## src/rtl/charlie7x5_scan_if.sv

```systemverilog
// -----------------------------------------------------------------------------
// charlie7x5_scan_if
//
// Wishbone classic bus bundle for the charlie7x5_scan register port.
//
// Signals (directions as seen from the slave):
//   wb_cyc_i   in   1  bus cycle
//   wb_stb_i   in   1  strobe
//   wb_we_i    in   1  write enable
//   wb_adr_i   in   3  0..6 = framebuffer row, 7 = control
//   wb_dat_i   in   8  write data
//   wb_dat_o   out  8  read data, valid while wb_ack_o is high
//   wb_ack_o   out  1  single-cycle acknowledge
// -----------------------------------------------------------------------------
interface charlie7x5_scan_if;
  logic       wb_cyc_i;
  logic       wb_stb_i;
  logic       wb_we_i;
  logic [2:0] wb_adr_i;
  logic [7:0] wb_dat_i;
  logic [7:0] wb_dat_o;
  logic       wb_ack_o;

  modport master (
    output wb_cyc_i, wb_stb_i, wb_we_i, wb_adr_i, wb_dat_i,
    input  wb_dat_o, wb_ack_o
  );

  modport slave (
    input  wb_cyc_i, wb_stb_i, wb_we_i, wb_adr_i, wb_dat_i,
    output wb_dat_o, wb_ack_o
  );
endinterface

```

## src/rtl/charlie7x5_scan.sv

```systemverilog
// -----------------------------------------------------------------------------
// charlie7x5_scan
//
// Charlieplexing scanner for a 7-pin / 35-LED matrix. A 7x5 framebuffer is
// written over a Wishbone classic slave port and time-multiplexed onto the
// tristate pin pair charlie7x5_oe / charlie7x5_o, with PWM brightness and a
// blanking window at the start of every anode phase to suppress ghosting.
//
// Row p bit k lights the LED with anode pin p and cathode pin (p+1+k) mod 7.
//
// Parameters:
//   PHASE_BITS   log2 of clock ticks per anode phase (>= 6)
//   BLANK_TICKS  all-released ticks at the start of each phase
//                (< 2**(PHASE_BITS-4))
//
// Ports:
//   clk            in   1  single clock domain
//   rst            in   1  synchronous, active-high reset
//   wb             slave  Wishbone classic bus (charlie7x5_scan_if)
//   charlie7x5_oe  out  7  per-pin output enable (1 = driven)
//   charlie7x5_o   out  7  per-pin output level
//
// Register map:
//   0..6  row n      read {3'b0, row[4:0]}, write stores dat[4:0]
//   7     control    bit7 EN, bit6 SWAP (double-buffer only), bits3:0 LEVEL
//
// Build option:
//   CHARLIE7X5_DOUBLE_BUFFER_EN  when defined, the bus targets a back buffer
//   that is copied to the displayed buffer on the last tick of phase 6 after
//   a SWAP request. When undefined, a single buffer is used and SWAP reads 0.
// -----------------------------------------------------------------------------
module charlie7x5_scan #(
  parameter int PHASE_BITS  = 12,
  parameter int BLANK_TICKS = 32
) (
  input  logic                  clk,
  input  logic                  rst,
  charlie7x5_scan_if.slave      wb,
  output logic [6:0]            charlie7x5_oe,
  output logic [6:0]            charlie7x5_o
);

  localparam logic [2:0] CTRL_ADDR  = 3'd7;
  localparam logic [2:0] LAST_PHASE = 3'd6;

  // ---------------------------------------------------------------------------
  // State
  // ---------------------------------------------------------------------------
  logic [PHASE_BITS-1:0] tick_q, tick_d;
  logic [2:0]            phase_q, phase_d;
  logic [4:0]            row_q, row_d;        // row latched at phase entry
  logic [4:0]            front_q [7];         // buffer the scanner reads
  logic                  en_q;
  logic [3:0]            level_q;
  logic [6:0]            oe_q, oe_d;
  logic [6:0]            o_q, o_d;
  logic                  ack_q;
  logic [7:0]            dat_q, rd_data_d;

`ifdef CHARLIE7X5_DOUBLE_BUFFER_EN
  logic [4:0]            back_q [7];          // buffer the bus sees
  logic                  pend_q;              // swap requested, not yet done
`endif

  // ---------------------------------------------------------------------------
  // Scan counter
  // ---------------------------------------------------------------------------
  logic tick_wrap;
  logic phase_start;
  logic [3:0] slot;
  logic drive;

  assign tick_wrap   = &tick_q;
  assign phase_start = (tick_q == '0);
  assign tick_d      = tick_q + 1'b1;
  assign phase_d     = !tick_wrap             ? phase_q :
                       (phase_q == LAST_PHASE) ? 3'd0   : phase_q + 3'd1;

  // The row register is refreshed only on tick 0, so bus writes never change
  // a phase that is already being displayed. On tick 0 itself the fresh
  // buffer value is used directly.
  assign row_d = phase_start ? front_q[phase_q] : row_q;

  // PWM: the phase is cut into 16 slots and slots 0..LEVEL are lit.
  assign slot  = tick_q[PHASE_BITS-1:PHASE_BITS-4];
  assign drive = en_q
              && (tick_q >= PHASE_BITS'(BLANK_TICKS))
              && (slot <= level_q);

  // Rotate a 7-bit pattern left by n (n <= 6) around the pin ring.
  function automatic logic [6:0] rotl7(input logic [6:0] v, input logic [2:0] n);
    logic [13:0] w;
    w = {v, v} << n;
    return w[13:7];
  endfunction

  // Pattern relative to the anode: bit0 = anode, bits 1..5 = cathodes k=0..4,
  // bit6 = the one pin that never pairs with this anode. Rotating by phase
  // maps it onto the physical pins. Only the anode is ever driven high, so two
  // high pins cannot occur.
  always_comb begin
    // NOTE: every output of a combinational block gets a default first so no
    // path leaves it unassigned, which would otherwise infer a latch.
    oe_d = '0;
    o_d  = '0;
    if (drive) begin
      oe_d = rotl7({1'b0, row_d, 1'b1}, phase_q);
      o_d  = rotl7(7'b000_0001, phase_q);
    end
  end

  // ---------------------------------------------------------------------------
  // Wishbone decode
  // ---------------------------------------------------------------------------
  logic access;
  logic wr_row;
  logic wr_ctrl;
  logic swap_bit;

  // Ack is registered and suppressed while already high, so each strobe gets
  // exactly one ack one cycle later and held strobes ack every other cycle.
  assign access  = wb.wb_cyc_i & wb.wb_stb_i & ~ack_q;
  assign wr_row  = access & wb.wb_we_i & (wb.wb_adr_i != CTRL_ADDR);
  assign wr_ctrl = access & wb.wb_we_i & (wb.wb_adr_i == CTRL_ADDR);

`ifdef CHARLIE7X5_DOUBLE_BUFFER_EN
  logic swap_now;
  assign swap_bit = pend_q;
  // Swap lands on the last tick of phase 6 so the new frame starts cleanly
  // at phase 0 tick 0.
  assign swap_now = tick_wrap & (phase_q == LAST_PHASE) & pend_q;
`else
  assign swap_bit = 1'b0;
`endif

  always_comb begin
    rd_data_d = 8'h00;
    if (access && !wb.wb_we_i) begin
      if (wb.wb_adr_i == CTRL_ADDR) begin
        rd_data_d = {en_q, swap_bit, 2'b00, level_q};
      end else begin
`ifdef CHARLIE7X5_DOUBLE_BUFFER_EN
        rd_data_d = {3'b000, back_q[wb.wb_adr_i]};
`else
        rd_data_d = {3'b000, front_q[wb.wb_adr_i]};
`endif
      end
    end
  end

  // Write-data bits that carry no register meaning.
  logic unused_dat;
`ifdef CHARLIE7X5_DOUBLE_BUFFER_EN
  assign unused_dat = &{1'b0, wb.wb_dat_i[5:4]};
`else
  assign unused_dat = &{1'b0, wb.wb_dat_i[6:4]};
`endif

  // ---------------------------------------------------------------------------
  // Registers
  // ---------------------------------------------------------------------------
  always_ff @(posedge clk) begin
    // NOTE: sequential state uses non-blocking assignments so every register
    // samples the pre-edge value of every other register.
    if (rst) begin
      tick_q  <= '0;
      phase_q <= '0;
      row_q   <= '0;
      en_q    <= 1'b0;
      level_q <= '0;
      oe_q    <= '0;
      o_q     <= '0;
      ack_q   <= 1'b0;
      dat_q   <= '0;
      // NOTE: the framebuffer is a small flop array whose reset contents are
      // visible on the bus, so it is reset explicitly; a RAM-style buffer
      // would normally be left unreset.
      for (int i = 0; i < 7; i++) begin
        front_q[i] <= '0;
      end
`ifdef CHARLIE7X5_DOUBLE_BUFFER_EN
      for (int i = 0; i < 7; i++) begin
        back_q[i] <= '0;
      end
      pend_q <= 1'b0;
`endif
    end else begin
      tick_q  <= tick_d;
      phase_q <= phase_d;
      row_q   <= row_d;
      oe_q    <= oe_d;
      o_q     <= o_d;
      ack_q   <= access;
      dat_q   <= rd_data_d;

      if (wr_ctrl) begin
        en_q    <= wb.wb_dat_i[7];
        level_q <= wb.wb_dat_i[3:0];
      end

`ifdef CHARLIE7X5_DOUBLE_BUFFER_EN
      if (swap_now) begin
        for (int i = 0; i < 7; i++) begin
          front_q[i] <= back_q[i];
        end
        pend_q <= 1'b0;
      end
      // A request landing on the swap edge itself stays pending.
      if (wr_ctrl && wb.wb_dat_i[6]) begin
        pend_q <= 1'b1;
      end
      if (wr_row) begin
        back_q[wb.wb_adr_i] <= wb.wb_dat_i[4:0];
      end
`else
      if (wr_row) begin
        front_q[wb.wb_adr_i] <= wb.wb_dat_i[4:0];
      end
`endif
    end
  end

  assign wb.wb_ack_o   = ack_q;
  assign wb.wb_dat_o   = dat_q;
  assign charlie7x5_oe = oe_q;
  assign charlie7x5_o  = o_q;

endmodule
```

## src/flat_wrapper.sv

```systemverilog
// flat-port wrapper written by rule: the top's interface ports become plain ports
module charlie7x5_scan_flat 
#(
  parameter int PHASE_BITS  = 12,
  parameter int BLANK_TICKS = 32
)
  (clk, rst, charlie7x5_oe, charlie7x5_o, wb_wb_cyc_i, wb_wb_stb_i, wb_wb_we_i, wb_wb_adr_i, wb_wb_dat_i, wb_wb_dat_o, wb_wb_ack_o);
  charlie7x5_scan_if wb_i ();
  input  logic clk;
  input  logic rst;
  output logic [6:0] charlie7x5_oe;
  output logic [6:0] charlie7x5_o;
  input wire logic [$bits(wb_i.wb_cyc_i)-1:0] wb_wb_cyc_i;
  input wire logic [$bits(wb_i.wb_stb_i)-1:0] wb_wb_stb_i;
  input wire logic [$bits(wb_i.wb_we_i)-1:0] wb_wb_we_i;
  input wire logic [$bits(wb_i.wb_adr_i)-1:0] wb_wb_adr_i;
  input wire logic [$bits(wb_i.wb_dat_i)-1:0] wb_wb_dat_i;
  output wire logic [$bits(wb_i.wb_dat_o)-1:0] wb_wb_dat_o;
  output wire logic [$bits(wb_i.wb_ack_o)-1:0] wb_wb_ack_o;
  assign wb_i.wb_cyc_i = wb_wb_cyc_i;
  assign wb_i.wb_stb_i = wb_wb_stb_i;
  assign wb_i.wb_we_i = wb_wb_we_i;
  assign wb_i.wb_adr_i = wb_wb_adr_i;
  assign wb_i.wb_dat_i = wb_wb_dat_i;
  assign wb_wb_dat_o = wb_i.wb_dat_o;
  assign wb_wb_ack_o = wb_i.wb_ack_o;
  charlie7x5_scan #(.PHASE_BITS(PHASE_BITS), .BLANK_TICKS(BLANK_TICKS)) u_core (.clk(clk), .rst(rst), .wb(wb_i), .charlie7x5_oe(charlie7x5_oe), .charlie7x5_o(charlie7x5_o));
endmodule
```

## config.mk

```make
export PLATFORM = sky130hd
export DESIGN_NAME = charlie7x5_scan_flat
export DESIGN_NICKNAME = d
export VERILOG_FILES = /design/src/rtl/charlie7x5_scan_if.sv /design/src/rtl/charlie7x5_scan.sv /design/src/flat_wrapper.sv
export SDC_FILE = /design/constraint.sdc
export NUM_CORES = 1
export LEC_CHECK = 0
export CAP_MARGIN = 20
export CORE_MARGIN = 1.5
export CORE_UTILIZATION = 33
export DETAILED_ROUTE_END_ITERATION = 8
export GPL_TIMING_DRIVEN = 0
export PLACE_DENSITY = 0.62
export SETUP_SLACK_MARGIN = 0.5
export SLEW_MARGIN = 20
export SYNTH_ARGS = -nofsm -noshare
export SYNTH_HDL_FRONTEND = slang
export SYNTH_SLANG_ARGS = --single-unit
```

## constraint.sdc

```tcl
create_clock -name clk -period 3.89 [get_ports clk]
set_clock_uncertainty 0.2 [all_clocks]
set_input_delay 0.9725 -clock clk [delete_from_list [all_inputs] [get_ports clk]]
set_output_delay 0.9725 -clock clk [all_outputs]
set_load 0.05 [all_outputs]
```

### Word level (Yosys, flattened, before mapping)

Memory sizes are Yosys's and may differ from the RTL's. A register that Yosys moved wholly into a read port is not among the register bits.
Index checks and enable logic that the tools add are counted.

* RAM bits: 35
* bits in latches: 0
* bits of input ports: 16
* word-level logic and storage cells: 54
* memories kept: 1
* output and inout port bits: 23
* register bits after elaboration: 48
* ROM bits: 0

* $lt $le $gt $ge: 2
* $mul: 0
* mux-type cells: 13
* reductions and logical operators: 11
* eq/ne operators: 3
* div/mod/pow operators: 0
* bitwise logic cells: 9
* shift operators: 2
* add/sub/neg operators: 2

Memory list
* u_core.front_q: words 7, width 5, read ports 2, clocked after memory_dff 1, write ports 7, line charlie7x5_scan.sv:52 `logic [4:0] front_q [7];`

Operator list (count)
* $shl A13 B3 Y14: 1
* $shl A8 B3 Y14 const A: 1
* $add A12 B1 Y12 const B: 1
* $ge A12 B6 Y1 const B: 1
* $logic_not A12 Y1: 1
* $mux W3: 4
* $reduce_and A12 Y1: 1
* $mux W5: 2
* $eq A3 B3 Y1 const B: 2
* $mux W1: 6
* $reduce_or A3 Y1: 2
* $and A1 B1 Y1: 5
* $reduce_or A5 Y1: 1
* $le A4 B4 Y1: 1
* $mux W4: 1
* $not A1 Y1: 4
* $reduce_or A2 Y1: 2
* $add A3 B1 Y3 const B: 1
* $logic_and A1 B1 Y1: 3
* $ne A3 B3 Y1 const B: 1
* $logic_not A1 Y1: 1

### Logic depth before layout (Yosys ltp)

Gate-level depths: netlist of run 1.

* depth after elaboration: 9
* mapped depth: 8
* mapped depth without buffers: 8

### Least setup slack after synthesis of run 1

Ideal clock, no wire load.

* kind: input port to flip-flop
* start point: in wb_wb_adr_i[0]
* end point: mem u_core.front_q[1][0] (enable)
* cell stages on the path: 4
* data arrival time: 2.464 ns
* path buffers: 2
* setup slack: 0.850 ns
* setup time: 0.376 ns
* data required time: 3.314 ns
* path through: clkbuf_1 -> clkbuf_1 -> nand2_1 -> o31ai_1

RTL lines
* from (decl): line flat_wrapper.sv:16 `input wire logic [$bits(wb_i.wb_adr_i)-1:0] wb_wb_adr_i;`
* to (decl): line charlie7x5_scan.sv:52

==> flow_summary.ini, run 1 <==
[worst_setup_path]
worstPathArrival_ps = 3040
cp-startpoint = wb_wb_adr_i[1]
slowest_delay_ps = 910
critical_path_required_ps = 3650
path_class = input port to flip-flop
path_max_fanout = 10
slowest_stage = o31ai_1
cp-start-kind = input port
path_cells = clkdlybuf4s50_1, clkbuf_1, nand2b_1, o31ai_1
endpoint_kind = flip-flop

[die]
core_sq_mm = 0.0126
die_h_microns = 116
start_util = 0.338
rows = 41
die_x_microns = 116
ios = 39
die_area_sq_mm = 0.0136

[sta]
tightestPinTransition_ps = 1070
timing.slew.headroom = 0.281
fin_crit_sh = 0.843
fin_ws_ps = 611
rsz0062_at_grt = yes
setup_viol = 0
period_needed_ps = 3280
whs_ps = 269
fmax_ghz = 0.305
drv_slew = 0
hold_violations = 0
finalSetupTns_ps = 0

[synth]
yosysMostFrequentCell = dfxtp_1
ys_async_sr_fraction = 0
yosys-top-cells-area = dfxtp_1, edfxtp_1, mux4_2
synth_cell_types = 61
syn_area_sq_mm = 0.00424
synth-edff-count = 35
synth.largest_area_cell = dfxtp_1
syn_avg_cell_area_sq_um = 11.3
synth_top_area_frac = 0.255
syn_inst = 375
seq_area_frac_synth = 0.502
synth-main-ff-cell = dfxtp_1
ys_seq_elements = 89
synth.yosys.warnings = 0
synthTopCellsByCount = dfxtp_1, nor2_1, edfxtp_1

[placed_design]
place_ws_ps = 219
dpl.hpwl_mm = 7.35
portBuffers = 33
dpl_cell_area_sq_mm = 0.00481
place_congestion = 0.847

[grt]
grt_util_all_layers = 0.155
grt_overflow_total = 0
grt_pass1_wl_mm = 15.6
antenna_found_initial = 0
grt_pass1_vias = 3003
grt_max_degree = 15

[detailed_routing]
drt_iter0_drc = 285
met2_length_mm = 4.77
top_layer = met4
detail-route-antenna-nets = 0
routed_via_density = 5.12
wl_mm = 9.83
num_vias = 3080
dr.pass1.iters = 4
wire_per_inst_microns = 16.3
met1Wirelength_mm = 4.39
detailroute.wirelength.met3_microns = 536
drc = 0

[clock_network]
h-tree-depth = 3
clk_latency_ps = 340
clock-root-buffer = clkbuf_16
cts_tree = done
clock-sinks = 89
clock_path_buffers = 2
path_clk_slew_ps = 60
cts_made_buffers = 9

[power_and_ir_drop]
finalPower_mw = 1.96
power_leakage_nw = 1.79
power.density_mw_per_mm2 = 385
max-vdd-ir-drop_v = 0.000226

[min_path]
hold_path_class = flip-flop to flip-flop
hold_path.startpoint = u_core.tick_q[0]

[status]
status = finished clean

[flow_run]
drv_cap = 0

[finish]
syn_to_final_growth_pct = 19.8
antenna_cells = 0
layout.nets = 447
final_area_sq_mm = 0.00508
drive_gt1_frac = 0.128
[worst max-delay path: cells and delay by family]
family	cells	cell delay (ps)
compound gates	1	910
simple gates	1	250
buf+inv	2	910
[through the flow]
stage / std cells / utilization
6_report: 602 / 0.404
3_3_place_gp: 586 / 0.383
5_1_grt: 602 / 0.404
4_1_cts: 602 / 0.404
3_5_place_dp: 586 / 0.383
2_1_floorplan: 381 / -
[final timing paths]
check                             to  slack (ps)  depth (start not counted)
min reg2reg         u_core.tick_q[0]         270                          1
min                 u_core.tick_q[0]         270                          1
max             u_core.front_q[2][4]         610                          4
max reg2reg  u_core.charlie7x5_oe[5]        1030                          7
[cell usage in the layout (no fill, tap or decap), types with 3 or more instances in the layout]
| cell | Yosys | layout |
|---|---|---|
| or3_1 | 9 | 9 |
| nor3_1 | 15 | 15 |
| conb_1 | 1 | 7 |
| and2_1 | 26 | 26 |
| edfxtp_1 | 35 | 35 |
| xnor2_1 | 3 | 3 |
| nor2_1 | 40 | 40 |
| dfxtp_1 | 54 | 54 |
| mux2_2 | 6 | 6 |
| nand3_1 | 13 | 13 |
| clkbuf_1 | 10 | 13 |
| o21ai_0 | 12 | 10 |
| clkdlybuf4s50_1 | 0 | 33 |
| clkbuf_16 | 0 | 9 |
| nor2b_1 | 3 | 3 |
| a22o_1 | 4 | 4 |
| inv_1 | 12 | 12 |
| mux4_2 | 18 | 18 |
| nand2b_1 | 8 | 8 |
| ha_1 | 6 | 6 |
| nand2_1 | 12 | 12 |
| nand3b_1 | 3 | 3 |
| mux2i_1 | 20 | 20 |
| a21oi_1 | 11 | 11 |
[metal layers]
layer | vias up | global-route usage
li1 | 1467 | -
met4 | 0 | 0.0569
met2 | 101 | 0.256
met5 | - | 0
met3 | 13 | 0.0384
met1 | 1499 | 0.199
[cell type report]
cell class / count / area [sq um]
plain buffers: 18 / 95.1
clock buffers: 13 / 250
clock inverters: 3 / 16.3
fillers: 1209 / 7480
inverters: 14 / 52.6
multi-input cells: 260 / 1990
flip-flops and latches: 89 / 2130
well taps: 172 / 215
repair buffers: 33 / 330
[state kept, by name, indices dropped and copies added, names as in the netlist, named ones only]
signal and count:
u_core.tick_q 12, u_core.wb.wb_ack_o 1, u_core.charlie7x5_o 7, u_core.phase_q 3
u_core.front_q 40, u_core.en_q 1, u_core.wb.wb_dat_o 6, u_core.row_q 5
u_core.level_q 4, u_core.charlie7x5_oe 7
[where the power goes]
part / leakage, nW / switching [mW] / internal, mW
clock network: 0.134 / 0.337 / 0.449
registers: 0.792 / 0.0128 / 0.994
logic: 0.863 / 0.0965 / 0.0705
[timing repair]
item                                    in CTS  in global routing
hold endpoints to repair                     0                  0
hold buffers                                 0                  0
resized for setup                            0                  3
buffers inserted                             0                  0
endpoints found under the setup margin       0                 15
[cell families (layout without fill, tap and decap cells)]
kind of cell | count (synthesis) | after routing | share of synthesized area
AO/OA/AOI/OAI | 47 | 47 | 0.0752
XOR/XNOR | 5 | 5 | 0.0103
adder cells (fa/ha/maj) | 6 | 6 | 0.0177
buffers and inverters | 32 | 81 | 0.0348
flip-flops | 89 | 89 | 0.502
multiplexers | 46 | 46 | 0.168
other | 1 | 7 | 0.000884
AND/OR/NAND/NOR | 149 | 149 | 0.190
(Power assumes the default switching activity.)
==> run 2: changes to the inputs <==
- clock period: 3.89 -> 3.33 ns (I/O delays scaled with it)
==> run 2 against run 1 <==
Against the previous run:
- clock power is 30% higher
- sequential cell count stayed put
- largest power group unchanged
- non-clock buffer count is 1 higher
- register-to-register slack worse by 480 ps
- global-route usage is 0.36 points higher
- largest cell class unchanged
- combinational power is 28% higher
==> flow_summary.ini, run 2 (synthesis results as in run 1) <==
[clock_network]
postCtsHoldBufs = 0
cts_made_buffers = 9
clock_path_buffers = 2
clock-root-buffer = clkbuf_16
h-tree-depth = 3
path_clk_slew_ps = 60
clk_latency_ps = 340
cts_tree = done
clock-sinks = 89

[detailed_routing]
dr.pass1.iters = 5
wl_mm = 10.2
detail-route-antenna-nets = 0
routed_via_density = 5.17
wire_per_inst_microns = 16.9
num_vias = 3118
drc = 0
drt_iter0_drc = 274

[sta]
hold_violations = 0
drv_slew = 0
fin_crit_sh = 0.853
timing.slew.headroom = 0.528
fin_ws_ps = 491
tightestPinTransition_ps = 701
setup_viol = 0
period_needed_ps = 2840
rsz0062_at_grt = yes
finalSetupTns_ps = 0
fmax_ghz = 0.352

[min_path]
min_to = u_core.tick_q[0]
hold_path.startpoint = u_core.tick_q[0]
hold_path_class = flip-flop to flip-flop
whs_path_depth = 1

[worst_setup_path]
reg2reg_to = u_core.charlie7x5_oe[5]
path_max_fanout = 5
slowest_delay_ps = 600
rr_worst_depth = 7
path_class = input port to flip-flop
path_cells = clkdlybuf4s50_1, nand4b_1, inv_1, nand2_1, nor4_1, and2_1
worstPathArrival_ps = 2850
slowest_stage = nor4_1
cp.depth = 6
endpoint_kind = flip-flop
critical_path_required_ps = 3340
worst_path_dominant_cell_family = simple AND/OR/NAND/NOR gates
cp_num_buf_inv = 2
cp-start-kind = input port
r2r_slack_ps = 550

[grt]
grt_pass1_vias = 3105
antenna_found_initial = 0
grt_pass1_wl_mm = 16.0
grt_overflow_total = 0
grt_max_degree = 15
grt_util_all_layers = 0.159

[finish]
final_common_cell = dfxtp_1
layout.nets = 448
top_register = u_core.front_q
reg.largest.list = u_core.front_q: 40 flops, u_core.tick_q: 12 flops
layout_common_cells = dfxtp_1, nor2_1, edfxtp_1
antenna_cells = 0
largest_register_ffs = 40
final_area_sq_mm = 0.00518
finalCoreUtilization = 0.412
syn_to_final_growth_pct = 22.1
drive_gt1_frac = 0.158

[power_and_ir_drop]
pwr-share-comb = 0.089
pwr-share-clk = 0.423
power.density_mw_per_mm2 = 465
seqPwrFrac = 0.488
swShare = 0.222
power.internal_mw = 1.88
finalPower_mw = 2.41
switching_power_mw = 0.535
max-vdd-ir-drop_v = 0.000211
power_leakage_nw = 1.82

[die]
rows = 41
die_area_sq_mm = 0.0136
start_util = 0.338
core_sq_mm = 0.0126
die_h_microns = 116
die_x_microns = 116
ios = 39

[placed_design]
dpl.hpwl_mm = 7.53
dpl_cell_area_sq_mm = 0.00482
portBuffers = 33
place_congestion = 0.841
place_ws_ps = -93.1

[flow_run]
drv_cap = 0

[status]
status = finished clean
==> run 2: cell count changes in the layout (fill, tap and decap cells not counted), sizes merged <==
cell    delta
inv        -1
clkbuf     +3
clkinv     -1
==> run 2: power by group through the flow <==
stage | sequential [mW] | combinational (mW) | clock [mW]
after floorplan | 1.20 | 0.126 | 0
after global placement | 1.20 | 0.192 | 0
after detailed placement | 1.20 | 0.195 | 0
after CTS | 1.18 | 0.200 | 1.03
after global routing | 1.18 | 0.228 | 1.07
final | 1.18 | 0.213 | 1.02
==> run 2: how the worst max path moves through the flow <==
stage,start,endpoint
2_1_floorplan,wb_wb_adr_i[0],u_core.front_q[0][0]
3_3_place_gp,wb_wb_adr_i[1],u_core.front_q[2][2]
3_5_place_dp,wb_wb_adr_i[1],u_core.front_q[2][2]
4_1_cts,flip-flop,u_core.charlie7x5_oe[5]
5_1_grt,wb_wb_stb_i,u_core.front_q[1][4]
6_report,wb_wb_cyc_i,u_core.front_q[1][3]
==> run 2: layout make-up <==
class / instances / area, sq um
repair buffers: 34 / 350
well taps: 172 / 215
fillers: 1192 / 7390
clock inverters: 1 / 5.00
inverters: 14 / 52.6
clock buffers: 15 / 302
plain buffers: 18 / 101
flip-flops and latches: 89 / 2130
multi-input cells: 260 / 2020
==> run 2: worst register-to-register path, stage by stage (launching register included) <==
cell	delay (ps)
dfxtp_1	410
buf_2	290
mux4_2	550
mux2_2	310
mux2i_2	280
mux2i_1	190
nor3b_1	170
a211o_1	270
==> run 2: routing by layer <==
metal / share of wire / up-vias / global-route usage
li1: - / 1478 / -
met1: 0.43 / 1482 / 0.198
met2: 0.48 / 127 / 0.264
met3: 0.064 / 31 / 0.0249
met4: 0.032 / 0 / 0.0894
met5: 0 / - / 0
==> run 2: metrics by stage <==
step,std cells,hold WS (ps)
after global placement,586,249
after CTS,602,280
final,603,275
after floorplan,381,222
after global routing,603,299
after detailed placement,586,266
==> run 2: timing repair <==
item / 4_1_cts / 5_1_grt
setup buffers: 0 / 1
gates resized for setup: 7 / 7
pin swaps: 0 / 1
endpoints found under the setup margin: 44 / 44
==> run 3: changes to the inputs <==
- CORE_UTILIZATION: 33 -> 57
- PLACE_DENSITY: 0.62 -> 0.9
- SKIP_CTS_REPAIR_TIMING: unset -> 1
- SLEW_MARGIN: 20 -> 5
==> run 3 against run 2 <==
Against the previous run:
- die area down 41%
- sequential share of layout area increased by 1.3 points
- core utilization rose by 28 points
- sequential power is essentially flat
- via count increased by 7.0%
- hold slack barely moved
- worst setup slack better by 89 ps
- power down 9.2%
- final area fell by 3.0%
- final cell count is 12% lower
- register-to-register slack improved by 60 ps
- largest power group unchanged
- highest routed layer unchanged
==> flow_summary.ini, run 3 (synthesis results as in run 1) <==
[worst_setup_path]
path_class = input port to flip-flop
slowest_delay_ps = 610
rr_worst_depth = 9
slowest_stage = nor3_1
critical_path_required_ps = 3360
worst_path_dominant_cell_family = simple AND/OR/NAND/NOR gates
cp_num_buf_inv = 2
endpoint_kind = flip-flop
path_max_fanout = 5
cp-start-kind = input port
path_cells = clkdlybuf4s50_1, nand4b_1, inv_1, nand2_1, nor3_1, and2_1
worstPathArrival_ps = 2780
cp.depth = 6

[die]
ios = 39
rows = 31
die_h_microns = 89.3
core_sq_mm = 0.00721
die_x_microns = 89.3
start_util = 0.588
die_area_sq_mm = 0.00797

[clock_network]
cts_made_buffers = 9
clk_latency_ps = 360
clock-root-buffer = clkbuf_8
cts_tree = done
clock_path_buffers = 2
path_clk_slew_ps = 80
h-tree-depth = 3
clock-sinks = 89

[sta]
period_needed_ps = 2750
drv_slew = 0
rsz0062_at_grt = yes
timing.slew.headroom = 0.572
tightestPinTransition_ps = 636
fmax_ghz = 0.364
fin_ws_ps = 580
whs_ps = 275
fin_crit_sh = 0.826
finalSetupTns_ps = 0
hold_violations = 0
setup_viol = 0

[finish]
final_area_sq_mm = 0.00502
top_register = u_core.front_q
fillers = 479
layout.nets = 450
syn_to_final_growth_pct = 18.4
layout_common_cells = dfxtp_1, nor2_1, edfxtp_1
largest_register_ffs = 40
finalCoreUtilization = 0.696
reg.largest.list = u_core.front_q: 40 flops, u_core.tick_q: 12 flops
final_common_cell = dfxtp_1
drive_gt1_frac = 0.162
antenna_cells = 0

[min_path]
whs_path_depth = 1
hold_path_class = flip-flop to flip-flop

[detailed_routing]
wl_mm = 10.3
dr.pass1.iters = 5
drc = 0
wire_per_inst_microns = 19.4
routed_via_density = 6.27
drt_iter0_drc = 332
detail-route-antenna-nets = 0
num_vias = 3336

[placed_design]
portBuffers = 33
place_congestion = 0.943
place_ws_ps = -38.9
dpl_cell_area_sq_mm = 0.00473
dpl.hpwl_mm = 7.12

[grt]
grt_max_degree = 15
grt_pass1_vias = 3144
grt_pass1_wl_mm = 15.7
antenna_found_initial = 0
grt_overflow_total = 0
grt_util_all_layers = 0.269

[power_and_ir_drop]
max-vdd-ir-drop_v = 0.000175
power.density_mw_per_mm2 = 436
power_leakage_nw = 1.78

[flow_run]
drv_cap = 0

[status]
status = finished clean
-- run 3: changes by cell type in the layout (fill, tap and decap cells not counted), moves of 2 or more --
cell,change
buf_4,+2
bufinv_16,+2
clkbuf_1,-2
clkbuf_16,-11
clkbuf_8,+8
clkinv_1,+3
-- run 3: stage by stage --
step                std cells  total power [mW]
floorplan                 381              1.32
global placement          513              1.38
detailed placement        513              1.39
CTS                       529              2.15
global route              532              2.26
finish                    532              2.19
-- run 3: worst register-to-register path: stages, from the launching register on --
cell and delay (ps):
dfxtp_1 350, inv_1 70, ha_1 170, or4b_4 500, nor3_4 240, buf_12 160, mux2i_2 310, mux2_2 240
o22ai_1 100, a221o_1 300
-- run 3: path summary, 6_finish.rpt --
| check | start | endpoint | slack (ps) |
|---|---|---|---|
| hold / removal | u_core.tick_q[0] | u_core.tick_q[0] | 270 |
| hold reg to reg | u_core.tick_q[0] | u_core.tick_q[0] | 270 |
| setup reg to reg | u_core.tick_q[0] | u_core.charlie7x5_oe[1] | 610 |
| setup / recovery | wb_wb_cyc_i | u_core.front_q[3][0] | 580 |
-- run 3: final cells by class --
class | count | area, sq um | share of cell area
inverters | 14 | 52.6 | 0.0105
plain buffers | 18 | 101 | 0.0202
multi-input cells | 260 | 2040 | 0.406
clock buffers | 9 | 124 | 0.0247
repair buffers | 36 | 365 | 0.0727
well taps | 99 | 124 | 0.0247
clock inverters | 7 | 85.1 | 0.0169
flip-flops and latches | 89 | 2130 | 0.424
-- run 3: power by group --
| group | switching, mW | leakage [nW] | internal (mW) |
|---|---|---|---|
| clock network | 0.377 | 0.106 | 0.415 |
| registers | 0.0180 | 0.792 | 1.16 |
| logic | 0.122 | 0.888 | 0.0977 |
| total | 0.517 | 1.78 | 1.67 |
-- run 3: layer usage --
layer / GRT usage / share of wire / vias up
met5: 0 / 0 / -
met4: 0.119 / 0.035 / 0
met3: 0.0619 / 0.086 / 40
met2: 0.443 / 0.50 / 209
met1: 0.341 / 0.38 / 1609
li1: - / - / 1478
==> RTL change (settings of run 3) <==
`BLANK_TICKS` is set to 32 in 2 places; all go to 16.
--- a/src/rtl/charlie7x5_scan.sv
+++ b/src/rtl/charlie7x5_scan.sv
@@ -32,5 +32,5 @@
 module charlie7x5_scan #(
   parameter int PHASE_BITS  = 12,
-  parameter int BLANK_TICKS = 32
+  parameter int BLANK_TICKS = 16
 ) (
   input  logic                  clk,
--- a/src/flat_wrapper.sv
+++ b/src/flat_wrapper.sv
@@ -3,5 +3,5 @@
 #(
   parameter int PHASE_BITS  = 12,
-  parameter int BLANK_TICKS = 32
+  parameter int BLANK_TICKS = 16
 )
   (clk, rst, charlie7x5_oe, charlie7x5_o, wb_wb_cyc_i, wb_wb_stb_i, wb_wb_we_i, wb_wb_adr_i, wb_wb_dat_i, wb_wb_dat_o, wb_wb_ack_o);
Behaviour: no difference found for any inputs over 10 cycles, from zero or initial values and one cycle with rst high; that may be too few to reach the edited logic, so the function may still have changed.
==> RTL change against run 3 <==
Combinational power up 7%; critical path depth is 1 lower; register-to-register slack improved by 270 ps; total power rose by 2.2%; sequential cell count is the same; sequential share of layout area about the same; largest cell class unchanged; utilization fell by 0.36 points; synthesized area is 0.35% higher; clock power is 3.8% higher; cell area is essentially flat; routed wire length decreased by 5.2%; setup slack worse by 130 ps.
==> RTL change: results (changes against run 3) <==
PortBufs: 32 (-3.0%)
share of the yosys chip area belonging to registers: 0.501 (-0.00177)
Global Route Usage Sum: 0.269 (-0.000518)
source of the critical timing path: wb_wb_adr_i[0]
wire length of the first global-routing pass: 15.5 mm (-0.88%)
total of warnings raised by yosys: 0 (unchanged)
measured slew at the worst slew-check pin: 759 ps (+122 ps)
outcome: finished, final reports clean
final routed wire length divided by cell count: 18.6 um (-4.3%)
share of layout cells above drive strength 1: 0.152 (-0.00979)
routability congestion estimate: 0.924 (-2.0%)
Nets: 445 (-1.1%)
met2 capacity usage during global routing: 0.445 (+0.00205)
half-perimeter wire length after detailed placement: 7.17 mm (+0.65%)
Layout fillers: 530 (+11%)
worst-case vdd ir drop: 0.000359 V (+110%)
delay of the slowest critical-path stage: 490 ps (-120 ps)
number of unique standard cell types used by synthesis: 54 (-11%)
Lkg Pwr: 1.81 nW (+1.3%)
met3 capacity usage during global routing: 0.0517 (-0.0102)
detail-routed via count per cell: 6.17 (-1.5%)
cell types with the highest counts after synthesis: 54 x sky130_fd_sc_hd__dfxtp_1, 38 x sky130_fd_sc_hd__nor2_1, 35 x sky130_fd_sc_hd__edfxtp_1
top cells by area in the synthesized netlist: sky130_fd_sc_hd__dfxtp_1 25%, sky130_fd_sc_hd__edfxtp_1 25%, sky130_fd_sc_hd__mux4_2 12%, sky130_fd_sc_hd__and2_1 4.0%, sky130_fd_sc_hd__nor2_1 3.3%
slowest cell on the critical path: sky130_fd_sc_hd__clkdlybuf4s50_1
CP arrival: 2700 ps (-80 ps)
Post-Place Setup Slack: -264 ps (-225 ps)
family with the most delay on the worst path: buffers and inverters
RTL change: cell count changes after synthesis, moves of 5 or more:
| cell | delta |
|---|---|
| sky130_fd_sc_hd__a211oi_1 | +5 |
| sky130_fd_sc_hd__and3_1 | +5 |
| sky130_fd_sc_hd__clkbuf_1 | +5 |
| sky130_fd_sc_hd__mux2_2 | -5 |
| sky130_fd_sc_hd__mux2i_1 | -7 |
| sky130_fd_sc_hd__nand3_1 | -5 |
| sky130_fd_sc_hd__nor3_1 | -6 |
| sky130_fd_sc_hd__o21ai_0 | -6 |
RTL change: worst paths after layout:
kind	to	slack, ps	depth (start not counted)
worst max-delay path	u_core.front_q[1][1]$_SDFFCE_PN0P_	450	5
worst max register to register	u_core.charlie7x5_oe[5]$_SDFF_PP0_	880	6
worst min register to register	u_core.tick_q[0]$_SDFF_PP0_	270	1
worst min-delay path	u_core.tick_q[0]$_SDFF_PP0_	270	1
RTL change: cell families (layout without fill, tap and decap cells):
family                   after synthesis  after routing  synth area share
AND/OR/NAND/NOR                      133            133             0.171
flip-flops                            89             89             0.501
AO/OA/AOI/OAI                         62             62             0.105
buffers and inverters                 37             88            0.0405
multiplexers                          36             36             0.150
XOR/XNOR                               7              7            0.0144
adder cells (fa/ha/maj)                6              6            0.0176
other                                  1              7          0.000880
RTL change: where the power goes:
part	switching (W)	leakage, nW	internal, W
Sequential	0.0000183	0.792	0.00116
Clock	0.000388	0.111	0.000434
Combinational	0.000135	0.905	0.0000997
Total	0.000541	1.81	0.00169
RTL change: layer usage:
metal / vias up / part of all wire
met2: 158 / 0.50
met5: - / 0
met4: 0 / 0.052
met3: 44 / 0.071
met1: 1567 / 0.38
li1: 1485 / -
RTL change: metrics by stage:
step           hold slack, ps  cell area [um2]  setup TNS, ps  std cells
4_1_cts                   277             4950              0        524
2_1_floorplan             218             4280              0        377
3_5_place_dp              257             4730          -1750        508
6_report                  270             5020              0        527
3_3_place_gp              239             4730          -1250        508
5_1_grt                   317             5020              0        527
RTL change: area by class of cell:
type,instances,share of cell area
well taps,99,0.0247
multi-input cells,251,0.404
clock buffers,13,0.0359
clock inverters,3,0.00872
plain buffers,24,0.0249
inverters,13,0.00971
repair buffers,35,0.0682
flip-flops and latches,89,0.424
